`src/rtl/key_debounce_array.sv`:
```
// Multi-channel key debouncer: 2-flop synchronizer, stability counter, and
// press/release/long-press pulse generation per channel.
module key_debounce_array #(
    parameter int N_KEYS     = 4,
    parameter int CNT_W      = 15,
    parameter int KEEP_TIME  = 3,
    parameter int ACTIVE_LOW = 1,
    parameter int LONG_W     = 20,
    parameter int LONG_TIME  = 1000
) (
    input  logic              clk,
    input  logic              reset_n,
    input  logic [N_KEYS-1:0] key_in,
    output logic [N_KEYS-1:0] key_state,
    output logic [N_KEYS-1:0] key_press,
    output logic [N_KEYS-1:0] key_release,
    output logic [N_KEYS-1:0] key_long,
    output logic              any_press
);

    localparam logic              REL_LVL  = (ACTIVE_LOW != 0) ? 1'b1 : 1'b0;
    localparam logic [CNT_W-1:0]  KEEP_C   = CNT_W'(KEEP_TIME);
    localparam logic [CNT_W-1:0]  CNT_ONE  = CNT_W'(1);
    localparam logic [LONG_W-1:0] LONG_C   = LONG_W'(LONG_TIME);
    localparam logic [LONG_W-1:0] LONG_M1  = LONG_W'(LONG_TIME - 1);
    localparam logic [LONG_W-1:0] HOLD_ONE = LONG_W'(1);

    logic [N_KEYS-1:0] sync1_r;
    logic [N_KEYS-1:0] sync2_r;
    logic [N_KEYS-1:0] s_s;
    logic [N_KEYS-1:0] key_state_r;
    logic [N_KEYS-1:0] key_press_r;
    logic [N_KEYS-1:0] key_release_r;
    logic [N_KEYS-1:0] key_long_r;
    logic [CNT_W-1:0]  cnt_r      [N_KEYS];
    logic [LONG_W-1:0] hold_cnt_r [N_KEYS];

    // Two-flop synchronizer; resets to the released pin level so no false press appears.
    always_ff @(posedge clk or negedge reset_n) begin
        if (!reset_n) begin
            sync1_r <= {N_KEYS{REL_LVL}};
            sync2_r <= {N_KEYS{REL_LVL}};
        end else begin
            sync1_r <= key_in;
            sync2_r <= sync1_r;
        end
    end

    assign s_s = (ACTIVE_LOW != 0) ? ~sync2_r : sync2_r;

    // Stability counter per channel; any return to the current state restarts the count.
    always_ff @(posedge clk or negedge reset_n) begin
        if (!reset_n) begin
            key_state_r   <= {N_KEYS{1'b0}};
            key_press_r   <= {N_KEYS{1'b0}};
            key_release_r <= {N_KEYS{1'b0}};
            for (int i = 0; i < N_KEYS; i++) begin
                cnt_r[i] <= {CNT_W{1'b0}};
            end
        end else begin
            for (int i = 0; i < N_KEYS; i++) begin
                key_press_r[i]   <= 1'b0;
                key_release_r[i] <= 1'b0;
                if (s_s[i] == key_state_r[i]) begin
                    cnt_r[i] <= {CNT_W{1'b0}};
                end else if (cnt_r[i] == KEEP_C) begin
                    cnt_r[i]         <= {CNT_W{1'b0}};
                    key_state_r[i]   <= s_s[i];
                    key_press_r[i]   <= s_s[i];
                    key_release_r[i] <= ~s_s[i];
                end else begin
                    cnt_r[i] <= cnt_r[i] + CNT_ONE;
                end
            end
        end
    end

    // Hold counter saturates at the threshold, so the long pulse fires once per press.
    always_ff @(posedge clk or negedge reset_n) begin
        if (!reset_n) begin
            key_long_r <= {N_KEYS{1'b0}};
            for (int i = 0; i < N_KEYS; i++) begin
                hold_cnt_r[i] <= {LONG_W{1'b0}};
            end
        end else begin
            for (int i = 0; i < N_KEYS; i++) begin
                key_long_r[i] <= key_state_r[i] && (hold_cnt_r[i] == LONG_M1);
                if (!key_state_r[i]) begin
                    hold_cnt_r[i] <= {LONG_W{1'b0}};
                end else if (hold_cnt_r[i] < LONG_C) begin
                    hold_cnt_r[i] <= hold_cnt_r[i] + HOLD_ONE;
                end else begin
                    hold_cnt_r[i] <= hold_cnt_r[i];
                end
            end
        end
    end

    assign key_state   = key_state_r;
    assign key_press   = key_press_r;
    assign key_release = key_release_r;
    assign key_long    = key_long_r;
    assign any_press   = |key_press_r;

endmodule
```
`config.mk`:
```
export PLATFORM = sky130hd
export DESIGN_NAME = key_debounce_array
export DESIGN_NICKNAME = d
export VERILOG_FILES = /design/src/rtl/key_debounce_array.sv
export SDC_FILE = /design/constraint.sdc
export NUM_CORES = 1
export LEC_CHECK = 0
export ABC_AREA = 1
export BUFFER_PORTS_ARGS = -buffer_cell sky130_fd_sc_hd__buf_4
export CAP_MARGIN = 20
export CORE_MARGIN = 3
export CORE_UTILIZATION = 56
export CTS_CLUSTER_DIAMETER = 150
export CTS_CLUSTER_SIZE = 30
export DETAILED_ROUTE_END_ITERATION = 8
export GPL_TIMING_DRIVEN = 0
export HOLD_SLACK_MARGIN = 0.05
export PLACE_DENSITY = 0.76
export SKIP_CTS_REPAIR_TIMING = 1
export SLEW_MARGIN = 0
export SYNTH_ARGS = -nofsm -noshare
export SYNTH_HDL_FRONTEND = slang
export SYNTH_SLANG_ARGS = --single-unit
```
`constraint.sdc`:
```
create_clock -name clk -period 1.2 [get_ports clk]
set_input_delay 0.24 -clock clk [delete_from_list [all_inputs] [get_ports clk]]
set_output_delay 0.24 -clock clk [all_outputs]
set_load 0.005 [all_outputs]
```
Yosys cells after proc, flatten, opt, wreduce, memory -nomap -nowiden
Index checks and enable logic that the tools add are counted.
{"block": "word_totals", "in_bits": 6, "output_inout_bits": 17, "ff_bits": 164, "word_cells": 95}
{"block": "op_classes", "mux": 32, "n_bitwise": 9, "magnitude_cmp": 4, "n_reduce_logical": 9, "add_sub_neg": 8, "n_eq_ne": 16}
{"op": "$mux W20", "n": 8}
{"op": "$mux W15", "n": 8}
{"op": "$add A20 B1 Y20 const B", "n": 4}
{"op": "$eq A20 B10 Y1 const B", "n": 4}
{"op": "$lt A20 B10 Y1 const B", "n": 4}
{"op": "$add A15 B1 Y15 const B", "n": 4}
{"op": "$eq A15 B2 Y1 const B", "n": 4}
{"op": "$mux W1", "n": 16}
{"op": "$ne A2 B1 Y1 const B", "n": 4}
{"op": "$not A1 Y1", "n": 8}
{"op": "$reduce_and A2 Y1", "n": 4}
{"op": "$eq A1 B1 Y1", "n": 4}
{"op": "$logic_and A1 B1 Y1", "n": 4}
{"op": "$not A4 Y4", "n": 1}
{"op": "$reduce_or A4 Y1", "n": 1}

Logic depth before layout (Yosys ltp)
Gate-level depths: netlist (run 1).
{"block": "depth", "depth_word": 4, "mapped_depth": 10, "depth_no_buf": 10}

Worst setup path after synthesis (run 1)
OpenSTA, ideal clock, no wires.
{"block": "synth_path", "path_type": "reg-to-reg", "start": "reg hold_cnt_r[56] (netlist bit)", "end": "reg hold_cnt_r[46] (netlist bit)", "t_required_ns": 1.082, "t_arrival_ns": 1.198, "slack_ns": -0.116, "stages_incl_launch_ff": 10, "cell_sequence": "dfrtp_1 nor2_1 nand2_1 nor2_2 inv_1 nor2_4 nand2_2 buf_6 nand3_1 nand2_1"}
{"block": "synth_between", "elab_chain_len": 2}
{"element": "from (decl)", "line": "36", "rtl": "logic [LONG_W-1:0] hold_cnt_r [N_KEYS];"}
{"element": "from (signal, indexed assignment)", "line": "83", "rtl": "hold_cnt_r[i] <= {LONG_W{1'b0}};"}
{"element": "from (signal, indexed assignment)", "line": "89", "rtl": "hold_cnt_r[i] <= {LONG_W{1'b0}};"}
{"element": "from (signal, indexed assignment)", "line": "91", "rtl": "hold_cnt_r[i] <= hold_cnt_r[i] + HOLD_ONE;"}
{"element": "$lt A20 B10 Y1", "line": "90", "rtl": "end else if (hold_cnt_r[i] < LONG_C) begin"}
{"element": "$ne A2 B1 Y1 (no source line)"}
Every way passes these cells.
A chain may end at the register's enable or synchronous reset.

Final worst setup path (run 1)
{"block": "layout_path", "start": "reg key_press_r[0] (netlist: key_press[0])", "end": "out any_press"}
{"block": "layout_between", "elab_chain_len": 1}
{"element": "from (decl)", "line": "32", "rtl": "logic [N_KEYS-1:0] key_press_r;"}
{"element": "from (signal assigned)", "line": "55", "rtl": "key_press_r <= {N_KEYS{1'b0}};"}
{"element": "from (signal, indexed assignment)", "line": "69", "rtl": "key_press_r[i] <= s_s[i];"}
{"element": "$reduce_or A4 Y1", "line": "103", "rtl": "assign any_press = |key_press_r;"}
{"element": "to (decl)", "line": "18", "rtl": "output logic any_press"}
Every way passes these cells.

==> results.sh, run 1 <==
export IMPL_critical_path_arrival_ns=1.49
export IMPL_r2r_start="cnt_r[1]"
export IMPL_startpoint_type="flop"
export IMPL_reg2reg_to="cnt_r[6]"
export IMPL_hpwl_um=10400
export IMPL_drt_vias_per_instance=5.39
export IMPL_grt_pass1_wl_um=27300
export IMPL_gp_congestion=0.881
export IMPL_hold_viol=64
export IMPL_cap_violations=0
export IMPL_cts_root_buf="clkbuf_16"
export IMPL_final_common_cell="nand2_1"
export IMPL_maxSlewViolCount=0
export IMPL_die_area_um2=16000
export IMPL_path_class="flop to output port"
export IMPL_start_util_pct=57.8
export IMPL_fin_crit_ns=1.73
export IMPL_wl_per_cell_um=15.1
export IMPL_wl_um=20200
export IMPL_first_global_vias=6138
export IMPL_worst_path_buf_inv=1
export IMPL_synth_top_cell_by_area="dfrtp_1"
export IMPL_die_h_um=126
export IMPL_regArea_um2=4150
export IMPL_required_ns=0.96
export IMPL_synth_cells=1015
export IMPL_core_area_um2=14000
export IMPL_setup_viol=99
export IMPL_netlist_area_um2=8120
export IMPL_violations="hold timing, setup timing"
export IMPL_final_cell_mix="214 x nand2_1, 134 x nor2_1, 125 x dfrtp_1, 103 x inv_1, 82 x buf_4"
export IMPL_rows=43
export IMPL_min_path_type="input pin to async pin"
export IMPL_hold_worst_slack_ns=-0.251
export IMPL_die_x_um=126
export IMPL_fillers=795
export IMPL_clock_latency_ns=0.43
export IMPL_grt_max_degree=97
export IMPL_drc_errors=0
export IMPL_antennaDiodeCount=0
export IMPL_totalPowerFinal_w=0.0154
export IMPL_ys_top_cells_by_area="dfrtp_1 48%, nand2_1 11%, nor2_1 8.0%"
export IMPL_cts_max_level=4
export IMPL_cpPeakStageDelay_ns=0.50
export IMPL_end_kind="output port"
export IMPL_slew_headroom_pct=64.5
export IMPL_area_growth_pct=37.3
export IMPL_synth_nets=1029
export IMPL_ctsLongestPathBuffers=2
export IMPL_drt_iter0_markers=680
export IMPL_multi_input_area_um2=4470
export IMPL_overflow=0
export IMPL_rsz0062_at_grt="true"
export IMPL_fmax_ghz=0.578
export IMPL_port_buffers=22
export IMPL_min_period_over_period_pct=144
export IMPL_syn_avg_cell_area_um2=8.00
export IMPL_ys_seq_area_share_pct=50.7
export IMPL_ir_drop_uv=1100
export IMPL_clk_pin_slew_worst_paths_ns=0.06
export IMPL_num_vias=7215
export IMPL_nets=1160
export IMPL_worst_path_max_fanout=2
export IMPL_path_cells="or4_1, buf_4"
export IMPL_outcome="finished with violations"
export IMPL_dp_cells=1218
export IMPL_instances_no_fill=1339
export IMPL_powerDensity_nw_per_um2=1380
export IMPL_synthDistinctLibCells=30
export IMPL_reg2reg_depth=6
export IMPL_ant_nets=0
export IMPL_finalClockSkew_ns=0.00725
export IMPL_ys_seq_elements=164
export IMPL_r2r_slack_ns=-0.40
export IMPL_cts_sinks=164
export IMPL_track_usage_pct=20.4
export IMPL_cts_buffers=17
export IMPL_slowest_stage="or4_1"
export IMPL_firstDrtPassIters=5
export IMPL_cts_tree="done"
export IMPL_cp_top_family="simple AND/OR/NAND/NOR gates"
export IMPL_tightest_slew_ns=0.533
export IMPL_drive_above_1_share_pct=36.8
export IMPL_yosysWarningCount=0
export IMPL_synth_top_cell_area_share_pct=48.1
export IMPL_antenna_found_initial=0
export IMPL_num_io_pins=23
export IMPL_leakagePower_nw=5.39
export IMPL_fin_ws_ns=-0.529
## cells in the mapped netlist
cell type    n
nand2_1    245
nor2_1     172
dfrtp_1    156
inv_1      129
nand3_1     87
xor2_1      49
nor3_1      37
nand4_1     33
a21oi_1     18
nor2_2      11
buf_2        8
dfstp_2      8
ha_1         8
nand3_2      7
nor4_1       7
o21ai_0      6
and3_1       4
nand2_2      4
nor2_4       4
xnor2_1      4
buf_1        3
buf_6        3
clkbuf_1     3
buf_4        2
nor3b_1      2
a31oi_1      1
nor3_2       1
o31ai_1      1
or2_2        1
or4_1        1
## final cells by class
class / count / area share, %
multi-input cells: 703 / 40.1
well taps: 180 / 2.02
repair buffers: 112 / 9.13
flip-flops and latches: 164 / 37.3
clock inverters: 13 / 1.43
inverters: 129 / 4.41
plain buffers: 19 / 1.67
clock buffers: 19 / 3.98
## power breakdown
group          leakage, nW  total, W  switching, W  internal [W]
Combinational         2.91   0.00347       0.00210       0.00137
Sequential            2.20   0.00640      0.000485       0.00592
Clock                0.277   0.00555       0.00224       0.00331
## worst register-to-register path, delay by kind of cell (launching register included)
family	cells	cell delay, ns
simple gates	4	0.64
flops	1	0.43
buf+inv	1	0.24
fa+ha+maj	1	0.18
## sequential cells by signal, summed over array words and instances, names as in the netlist
signal and cells:
sync1_r 4, key_long 4, cnt_r 60, sync2_r 4
hold_cnt_r 80, key_release 4, key_press 4, key_state 4
## kinds of logic after synthesis
group / after synthesis / share of synthesized area (%)
flops: 164 / 50.7
xor+xnor: 53 / 5.72
simple gates: 616 / 33.4
fa+ha+maj: 8 / 1.23
buf+inv: 148 / 7.34
compound gates: 26 / 1.65
## per-stage QoR
stage	setup WS [ns]	instance area (um^2)	utilization (%)	setup TNS [ns]
5_1_grt	-0.555	11100	79.3	-23.43
3_5_place_dp	-0.299	8770	62.5	-19.36
2_1_floorplan	-0.0807	8350	-	-2.57
4_1_cts	-0.537	9370	66.7	-22.58
6_report	-0.529	11100	79.3	-15.51
3_3_place_gp	-0.971	8740	62.2	-170.07
## metal layers
layer  global-route usage [%]  vias to the layer above  share of wire (%)
met5                        0                        -                  0
met4                     5.62                        0                2.2
met3                     4.84                       50                4.7
met2                     33.6                      240                 51
met1                     27.2                     3451                 42
li1                         -                     3474                  -
## worst max path at each step
stage,from,end,depth (start not counted)
after global routing,key_press[0],any_press,2
after global placement,reset_n,hold_cnt_r[74],1
after floorplan,hold_cnt_r[52],hold_cnt_r[43],9
after CTS,key_press[0],any_press,2
after detailed placement,cnt_r[30],key_press[1],5
final,key_press[0],any_press,2
Power figures use the tool's default switching activity.
==> run 2, diff against run 1 <==
==> constraint.sdc (replaced) <==
create_clock -name clk -period 1.2 [get_ports clk]
set_input_delay 0.24 -clock clk [delete_from_list [all_inputs] [get_ports clk]]
set_output_delay 0.24 -clock clk [all_outputs]
set_load 0.1 [all_outputs]
==> run 2 against run 1 <==
Net effect:
- the run still ends with hold timing, setup timing left
- first-iteration DRC count shrank 14%
- global-route usage grew 0.20 points
- die area unchanged
- largest power group unchanged
==> results.sh, run 2 (synthesized netlist as in run 1, its figures left out) <==
export IMPL_rsz0062_at_grt="true"
export IMPL_ant_nets=0
export IMPL_maxSlewViolCount=0
export IMPL_cpPeakStageDelay_ns=0.53
export IMPL_cts_tree="done"
export IMPL_reg2reg_depth=8
export IMPL_wl_um=21000
export IMPL_biggestRegsByFlops="hold_cnt_r (80), cnt_r (60)"
export IMPL_r2r_slack_ns=-0.37
export IMPL_drt_iter0_markers=588
export IMPL_grt_max_degree=106
export IMPL_drive_above_1_share_pct=39.6
export IMPL_grt_pass1_wl_um=27300
export IMPL_hpwl_um=10400
export IMPL_min_period_over_period_pct=156
export IMPL_setup_viol=124
export IMPL_multi_input_area_um2=4680
export IMPL_fin_util_pct=82.1
export IMPL_ir_drop_uv=1570
export IMPL_top_register="hold_cnt_r"
export IMPL_core_area_um2=14000
export IMPL_violations="hold timing, setup timing"
export IMPL_cts_root_buf="clkbuf_16"
export IMPL_track_usage_pct=20.6
export IMPL_port_buffers=22
export IMPL_num_vias=7283
export IMPL_use_met3_pct=5.73
export IMPL_clk_pin_slew_worst_paths_ns=0.06
export IMPL_critical_path_arrival_ns=1.64
export IMPL_cts_buffers=17
export IMPL_rows=43
export IMPL_fin_crit_ns=1.88
export IMPL_regArea_um2=4170
export IMPL_largest_register_ffs=80
export IMPL_slowest_stage="or4_4"
export IMPL_startpoint_type="flop"
export IMPL_fin_ws_ns=-0.677
export IMPL_hold_viol=57
export IMPL_fmax_ghz=0.533
export IMPL_grt_use_met2_pct=32.3
export IMPL_die_area_um2=16000
export IMPL_crit_path_end="any_press"
export IMPL_gp_congestion=0.883
export IMPL_leakagePower_nw=5.53
export IMPL_overflow=0
export IMPL_num_io_pins=23
export IMPL_drc_errors=0
export IMPL_cts_sinks=164
export IMPL_r2r_start="hold_cnt_r[44]"
export IMPL_final_common_cell="nand2_1"
export IMPL_die_x_um=126
export IMPL_grtUsageMet1_pct=28.1
export IMPL_area_growth_pct=42.0
export IMPL_tightest_slew_ns=0.513
export IMPL_worst_path_max_fanout=2
export IMPL_ctsLongestPathBuffers=2
export IMPL_required_ns=0.96
export IMPL_antenna_found_initial=0
export IMPL_min_path_type="input pin to async pin"
export IMPL_final_cell_mix="208 x nand2_1, 123 x nor2_1, 119 x dfrtp_1, 103 x inv_1, 64 x nand3_2"
export IMPL_reg2reg_to="hold_cnt_r[40]"
export IMPL_path_class="flop to output port"
export IMPL_start_util_pct=57.8
export IMPL_nets=1152
export IMPL_wl_per_cell_um=15.8
export IMPL_path_cells="or4_4, buf_12"
export IMPL_cap_violations=0
export IMPL_powerDensity_nw_per_um2=1450
export IMPL_hold_worst_slack_ns=-0.287
export IMPL_gr_max_usage_layer="met2"
export IMPL_first_global_vias=6056
export IMPL_outcome="finished with violations"
export IMPL_drt_vias_per_instance=5.47
export IMPL_slew_headroom_pct=65.8
export IMPL_clock_latency_ns=0.44
export IMPL_startpoint="key_press[2]"
export IMPL_fillers=746
export IMPL_die_h_um=126
export IMPL_antennaDiodeCount=0
export IMPL_end_kind="output port"
export IMPL_finalClockSkew_ns=0.00764
export IMPL_cts_max_level=4
export IMPL_firstDrtPassIters=5
## run 2: cell count changes in the layout (fill, tap and decap cells not counted), sizes merged
| cell | before | now |
|---|---|---|
| buf | 119 | 112 |
| clkinv | 4 | 7 |
| clkinvlp | 6 | 3 |
| bufinv | 3 | 2 |
## run 2: worst min path at each step
stage                     slack [ns]  depth (start not counted)        endpoint  startpoint
final                          -0.29                          1  hold_cnt_r[29]     reset_n
after CTS                      -0.27                          1  hold_cnt_r[29]     reset_n
after global placement          0.35                          0      sync2_r[1]  sync1_r[1]
after detailed placement        0.20                          1  hold_cnt_r[29]     reset_n
after global routing           -0.26                          1  hold_cnt_r[29]     reset_n
after floorplan                -0.06                          0        cnt_r[0]     reset_n
## run 2: critical path: cells and delay by family, from the launching register on
| kind | cells | cell delay (ns) |
|---|---|---|
| AND/OR/NAND/NOR | 1 | 0.53 |
| flip-flops | 1 | 0.48 |
| buffers and inverters | 1 | 0.18 |
## run 2: report_power, final
part	internal, W	switching [W]	total (W)	leakage (nW)
clock network	0.00312	0.00226	0.00538	0.276
registers	0.00595	0.000494	0.00644	2.19
logic	0.00192	0.00298	0.00490	3.07
total	0.0110	0.00574	0.0167	5.53
## run 2: per-stage QoR
step / cells / TNS [ns] / worst slack (ns) / total power [W] / cell area [um^2]
6_report: 1331 / -20.20 / -0.677 / 0.0167 / 11500
5_1_grt: 1331 / -28.09 / -0.702 / 0.0174 / 11500
2_1_floorplan: 1015 / -4.41 / -0.395 / 0.00894 / 8550
3_5_place_dp: 1218 / -15.81 / -0.295 / 0.00975 / 8980
4_1_cts: 1250 / -21.40 / -0.738 / 0.0151 / 9560
3_3_place_gp: 1217 / -171.39 / -1.28 / 0.00968 / 8940
## run 2: layout make-up
cell class,instances,area share (%)
Inverter,129,4.42
Sequential cell,164,36.2
Clock inverter,12,1.15
Tap cell,180,1.95
Timing Repair Buffer,104,9.80
Multi-Input combinational cell,703,40.6
Buffer,19,1.98
Clock buffer,20,3.88
## run 2: routing by layer
layer  up-vias  routed length (um)
met5         -                   0
met4         0                 501
met3        51                 949
met2       260               10900
met1      3516                8630
li1       3456                   -
